`src/rtl/sipo_deser_param.sv`:
```
// sipo_deser_param: parametrised serial-in/parallel-out deserialiser.
//   Shifts qualified serial bits into a WIDTH-bit register. Each completed frame
//   is presented on a registered parallel port with a valid/ready handshake. A
//   sticky overrun flag is raised when a frame completes while the previous one
//   is still pending and not being accepted.
// Parameters:
//   WIDTH     : frame width in bits (>= 2)
//   MSB_FIRST : 1 -> first received bit lands in pa_out[WIDTH-1], 0 -> pa_out[0]
// Ports:
//   clk       : clock, all updates on posedge
//   rst       : asynchronous active-low reset
//   se_in     : serial data bit
//   se_valid  : se_in qualifier
//   clr       : synchronous clear of frame state and flags
//   pa_ready  : consumer accepts pa_out this cycle
//   pa_out    : last completed frame (registered)
//   pa_valid  : pa_out holds an unaccepted frame (registered)
//   ovf       : sticky overrun flag (registered)
//   busy      : partial frame in progress, decoded from the bit counter
module sipo_deser_param #(
  parameter int unsigned WIDTH     = 8,
  parameter bit          MSB_FIRST = 1'b1
) (
  input  logic             clk,
  input  logic             rst,
  input  logic             se_in,
  input  logic             se_valid,
  input  logic             clr,
  input  logic             pa_ready,
  output logic [WIDTH-1:0] pa_out,
  output logic             pa_valid,
  output logic             ovf,
  output logic             busy
);

  localparam int unsigned CNT_W = $clog2(WIDTH);
  localparam logic [CNT_W-1:0] CNT_LAST = CNT_W'(WIDTH - 1);

  logic [WIDTH-1:0] sr_q, sr_d;
  logic [CNT_W-1:0] cnt_q, cnt_d;
  logic [WIDTH-1:0] pa_out_q, pa_out_d;
  logic             pa_valid_q, pa_valid_d;
  logic             ovf_q, ovf_d;

  logic [WIDTH-1:0] sr_shift;
  logic             frame_done;
  logic             xfer;

  // Shift-register value after taking se_in, in the configured bit order
  always_comb begin
    sr_shift = sr_q;
    if (MSB_FIRST) begin
      sr_shift = {sr_q[WIDTH-2:0], se_in};
    end else begin
      sr_shift = {se_in, sr_q[WIDTH-1:1]};
    end
  end

  assign frame_done = se_valid && (cnt_q == CNT_LAST);
  assign xfer       = pa_valid_q && pa_ready;

  // Next-state: clear dominates; a completion reloads the output even when a
  // transfer happens on the same edge, so back-to-back frames need no bubble.
  always_comb begin
    sr_d       = sr_q;
    cnt_d      = cnt_q;
    pa_out_d   = pa_out_q;
    pa_valid_d = pa_valid_q;
    ovf_d      = ovf_q;

    if (clr) begin
      sr_d       = '0;
      cnt_d      = '0;
      pa_out_d   = '0;
      pa_valid_d = 1'b0;
      ovf_d      = 1'b0;
    end else begin
      if (se_valid) begin
        sr_d  = sr_shift;
        cnt_d = frame_done ? '0 : cnt_q + CNT_W'(1);
      end

      if (frame_done) begin
        pa_out_d   = sr_shift;
        pa_valid_d = 1'b1;
        // Pending frame overwritten without being taken
        if (pa_valid_q && !pa_ready) begin
          ovf_d = 1'b1;
        end
      end else if (xfer) begin
        pa_valid_d = 1'b0;
      end
    end
  end

  // State registers
  always_ff @(posedge clk or negedge rst) begin
    if (!rst) begin
      sr_q       <= '0;
      cnt_q      <= '0;
      pa_out_q   <= '0;
      pa_valid_q <= 1'b0;
      ovf_q      <= 1'b0;
    end else begin
      sr_q       <= sr_d;
      cnt_q      <= cnt_d;
      pa_out_q   <= pa_out_d;
      pa_valid_q <= pa_valid_d;
      ovf_q      <= ovf_d;
    end
  end

  assign pa_out   = pa_out_q;
  assign pa_valid = pa_valid_q;
  assign ovf      = ovf_q;
  assign busy     = (cnt_q != '0);

endmodule

```
`config.mk`:
```
export PLATFORM = sky130hd
export DESIGN_NAME = sipo_deser_param
export DESIGN_NICKNAME = d
export VERILOG_FILES = /design/src/rtl/sipo_deser_param.sv
export SDC_FILE = /design/constraint.sdc
export NUM_CORES = 1
export LEC_CHECK = 0
export ABC_AREA = 1
export CORE_AREA = 2 2 57 69
export DETAILED_ROUTE_END_ITERATION = 12
export DIE_AREA = 0 0 59 71
export GPL_ROUTABILITY_DRIVEN = 0
export SLEW_MARGIN = 10
export SYNTH_ARGS = -nofsm -noshare
export SYNTH_HDL_FRONTEND = slang
export SYNTH_SLANG_ARGS = --single-unit
```
`constraint.sdc`:
```
create_clock -name clk -period 3.5 [get_ports clk]
set_input_delay 0.875 -clock clk [delete_from_list [all_inputs] [get_ports clk]]
set_output_delay 0.875 -clock clk [all_outputs]
set_load 0.02 [all_outputs]
```
Word level (Yosys, flattened, before mapping)
Index checks and enable logic that the tools add are counted.
W data, S select, Z words.

word-level totals
  register bits after elaboration = 20
  logic and storage cells = 30
  input port bits = 6
  output and inout port bits = 11

cells by class
  reductions and logical operators = 10
  mux-type cells = 13
  add/subtract/negate cells = 1
  eq/ne operators = 1

operator list
  operator               count
  $mux W8                2
  $mux W7                2
  $mux W3                3
  $mux W1                6
  $reduce_bool A2 Y1     3
  $reduce_bool A3 Y1     2
  $add A3 B1 Y3 const B  1
  $eq A3 B3 Y1 const B   1
  $logic_and A1 B1 Y1    3
  $reduce_and A2 Y1      1
  $logic_not A1 Y1       1

Longest topological paths before layout
  depth after elaboration = 5
  gate-level depth with buffers = 6
  gate-level depth less buffers = 6

Worst setup path after synthesis
No wires, ideal clock.

  path type = register -> output
  from = reg cnt_q[0]
  to = out busy
  data required time = 2625 ps
  data arrival time = 721 ps
  cell stages (with the launch flop) = 4
  buffers on the path = 0
  setup slack = 1904 ps
  cell sequence = dfrtp_1 inv_1 ha_1 nand2_1

between the ends
  longest elaborated chain between the ends = 1

ends and longest elaborated chain
  item                    line  text
  start, declared         40    logic [CNT_W-1:0] cnt_q, cnt_d;
  start signal, assigned  106   cnt_q <= cnt_d;
  $reduce_bool A3 Y1      116   assign busy = (cnt_q != '0);
  end, declared           33    output logic busy

Every way passes these cells.

Worst setup path in the final report
Ends and elaborated chain as after synthesis.

==> metrics <==
pwr/cell area roughly 450 mW/mm²; Final Max Tran Viols 0; Chip Width around 59 µm; clk slew on worst S/H paths ~0.070 ns; Yosys Warn Count 0; drt pass-1 iters 3; via/cell ratio approximately 4.4; synthesized flop and latch total 20; Max VDD drop around 0.11 mV; DRT iter0 DRCs 25; post-route clock skew 0.00497 ns; buffer count from post-CTS setup fixing 0; relative slew slack a little over two fifths; row cnt 24; CTS hold repair buffers 0; synthesized area per cell approximately 9.7 µm²; CP Capture Type output port; WS Path Type register to output port; die area around 0.0042 mm²; Hold Violations, Final 0; Internal 0.399 mW; clock buffer count from CTS 3; Register-to-Register Setup Slack 2.07 ns; setup slack after layout 1.12 ns; remaining antenna violation count after routing 0; Nets roughly 120; wire per inst between 10 and 15 µm; sequential power share 48.1%; MaxCap Viol Count 0; Unique masters post-synth 15; detailed placement HPWL around 1200 µm; CP delay by family, top buffers and inverters; clk buf depth 2; root buf cell clkbuf_8; slowest library cell on the worst path clkdlybuf4s50_1; Tmin final 2.38 ns; Hold WC Path Type register to register; largest net degree at the start of global routing 21; vias in the first global route between 700 and 800; Req. time, crit path approximately 2.6 ns; Leakage ~0.49 nW; register area share after synthesis 59.3%; status completed; number of diodes 0; Placeable Area 0.00354 mm²; Startpoint Class register; CTS tree built; Vias between 600 and 700; WP data arrival ~1.5 ns; io pins 17; maximum clock frequency ~420 MHz; Worst-Skew Late Latency 0.26 ns; Least-Margin Pin Slew about 0.87 ns; CTS sink count 20; DRC 0; initial core utilization 23.8%; CP max stage delay ~0.59 ns; Final Cycle Share about two thirds; crit path cell chain inv_1, ha_1, nand2_1, clkdlybuf4s50_1; Sw Ratio between 10% and 20%; WP buf/inv 2; Switch Pwr 0.0935 mW; Setup TNS Final 0 ns; H-tree levels 1; worst slack at placement between 1 and 1.5 ns; Post-Syn Nets 96; synthesized area between 800 and 900 µm²; share of post-route cells with drive strength above 1 under 10%; Comb power frac 6.3%; WL final 1630 µm; initial antenna violation count 0; Layout Area Growth over Synthesis 31.0%; endpoints failing setup 0; Total Routing Usage GR 9.36%; Min Hold Slack just under 0.5 ns; total congestion overflow 0; global-route wire length before repair 2990 µm; fill count slightly below 400; Die Ht 71 µm; port bufs 16; clock share of power around 46%; RSZ-0062 raised after global routing no; maximum fanout along the worst path 3; Syn Inst Count 87; Post-CTS Resized 0
-- synth_stat cells --
| master | n | area, µm² |
|---|---|---|
| a21oi_1 | 2 | 10.0 |
| o21ai_0 | 14 | 70.1 |
| buf_2 | 1 | 5.00 |
| dfrtp_1 | 20 | 500 |
| ha_1 | 3 | 37.5 |
| o21ai_2 | 3 | 26.3 |
| nand2_1 | 18 | 67.6 |
| nor2_1 | 3 | 11.3 |
| inv_2 | 1 | 3.75 |
| nand4_1 | 2 | 12.5 |
| nor2_2 | 1 | 6.26 |
| nand3_1 | 8 | 40.0 |
| clkbuf_8 | 1 | 13.8 |
| nand2_2 | 1 | 6.26 |
| inv_1 | 9 | 33.8 |
-- final timing paths --
kind / depth (start not counted) / start / end
setup / recovery: 4 / cnt_q[0] / busy
hold / removal: 2 / sr_q[0] / sr_q[0]
setup reg to reg: 6 / cnt_q[0] / pa_valid
hold reg to reg: 2 / sr_q[0] / sr_q[0]
max in group asynchronous: 1 / rst / cnt_q[0]
min in group asynchronous: 1 / rst / sr_q[3]
-- area by class of cell --
class	count	area (µm²)	area share, %
Sequential cell	20	500	45.2
Multi-Input combinational cell	55	288	26.0
Timing Repair Buffer	16	160	14.5
Tap cell	39	48.8	4.41
Clock buffer	3	41.3	3.73
Inverter	10	37.5	3.39
Clock inverter	1	30.0	2.71
-- stage by stage --
step                      area [µm²]  instances  power (mW)  utilization, %
final                           1110        144       0.493            31.2
after global routing            1110        144       0.517            31.2
after CTS                       1110        144       0.500            31.2
after detailed placement        1030        140       0.273            29.2
after global placement          1030        140       0.273            29.2
after floorplan                  845         87       0.255               -
-- logic make-up (layout without fill, tap and decap cells) --
logic type	Yosys count	in the layout	synth area share (%)
buffers and inverters	12	30	6.67
DFF	20	20	59.3
and+or+nand+nor	33	33	17.0
AOI/OAI and AO/OA	19	19	12.6
adders and majority gates	3	3	4.44
-- worst register-to-register path: cells and delay by family, from the launching register on --
family | cells | cell delay [ns]
AND/OR/NAND/NOR | 3 | 0.42
buffers and inverters | 1 | 0.12
flip-flops | 1 | 0.38
adder cells (fa/ha/maj) | 2 | 0.41
-- sequential cells by signal, summed over array words and instances (netlist names) --
| register | cells |
|---|---|
| ovf | 1 |
| sr_q | 7 |
| cnt_q | 3 |
| pa_valid | 1 |
| pa_out | 8 |
-- power by group through the flow --
| stage | clock network, mW | logic [mW] | registers, mW |
|---|---|---|---|
| 6_report | 0.225 | 0.0312 | 0.237 |
| 5_1_grt | 0.244 | 0.0363 | 0.237 |
| 4_1_cts | 0.232 | 0.0319 | 0.237 |
| 3_5_place_dp | 0 | 0.0318 | 0.241 |
| 3_3_place_gp | 0 | 0.0316 | 0.241 |
| 2_1_floorplan | 0 | 0.0138 | 0.241 |
-- cells in the final DEF, fill, tap and decap left out, drive strengths merged --
cell	count
nor2	4
inv	10
dfrtp	20
o21ai	17
nand2	19
clkbuf	3
a21oi	2
clkdlybuf4s50	16
bufinv	1
ha	3
nand3	8
nand4	2
-- metal layers --
| layer | up-vias | global-route usage (%) | share of wire (%) |
|---|---|---|---|
| met3 | 4 | 2.56 | 6.0 |
| met1 | 298 | 10.8 | 45 |
| met4 | 0 | 3.79 | 1.6 |
| met2 | 14 | 16.0 | 47 |
| met5 | - | 0 | 0 |
| li1 | 322 | - | - |
No activity file was read; power rests on OpenSTA's default activity.
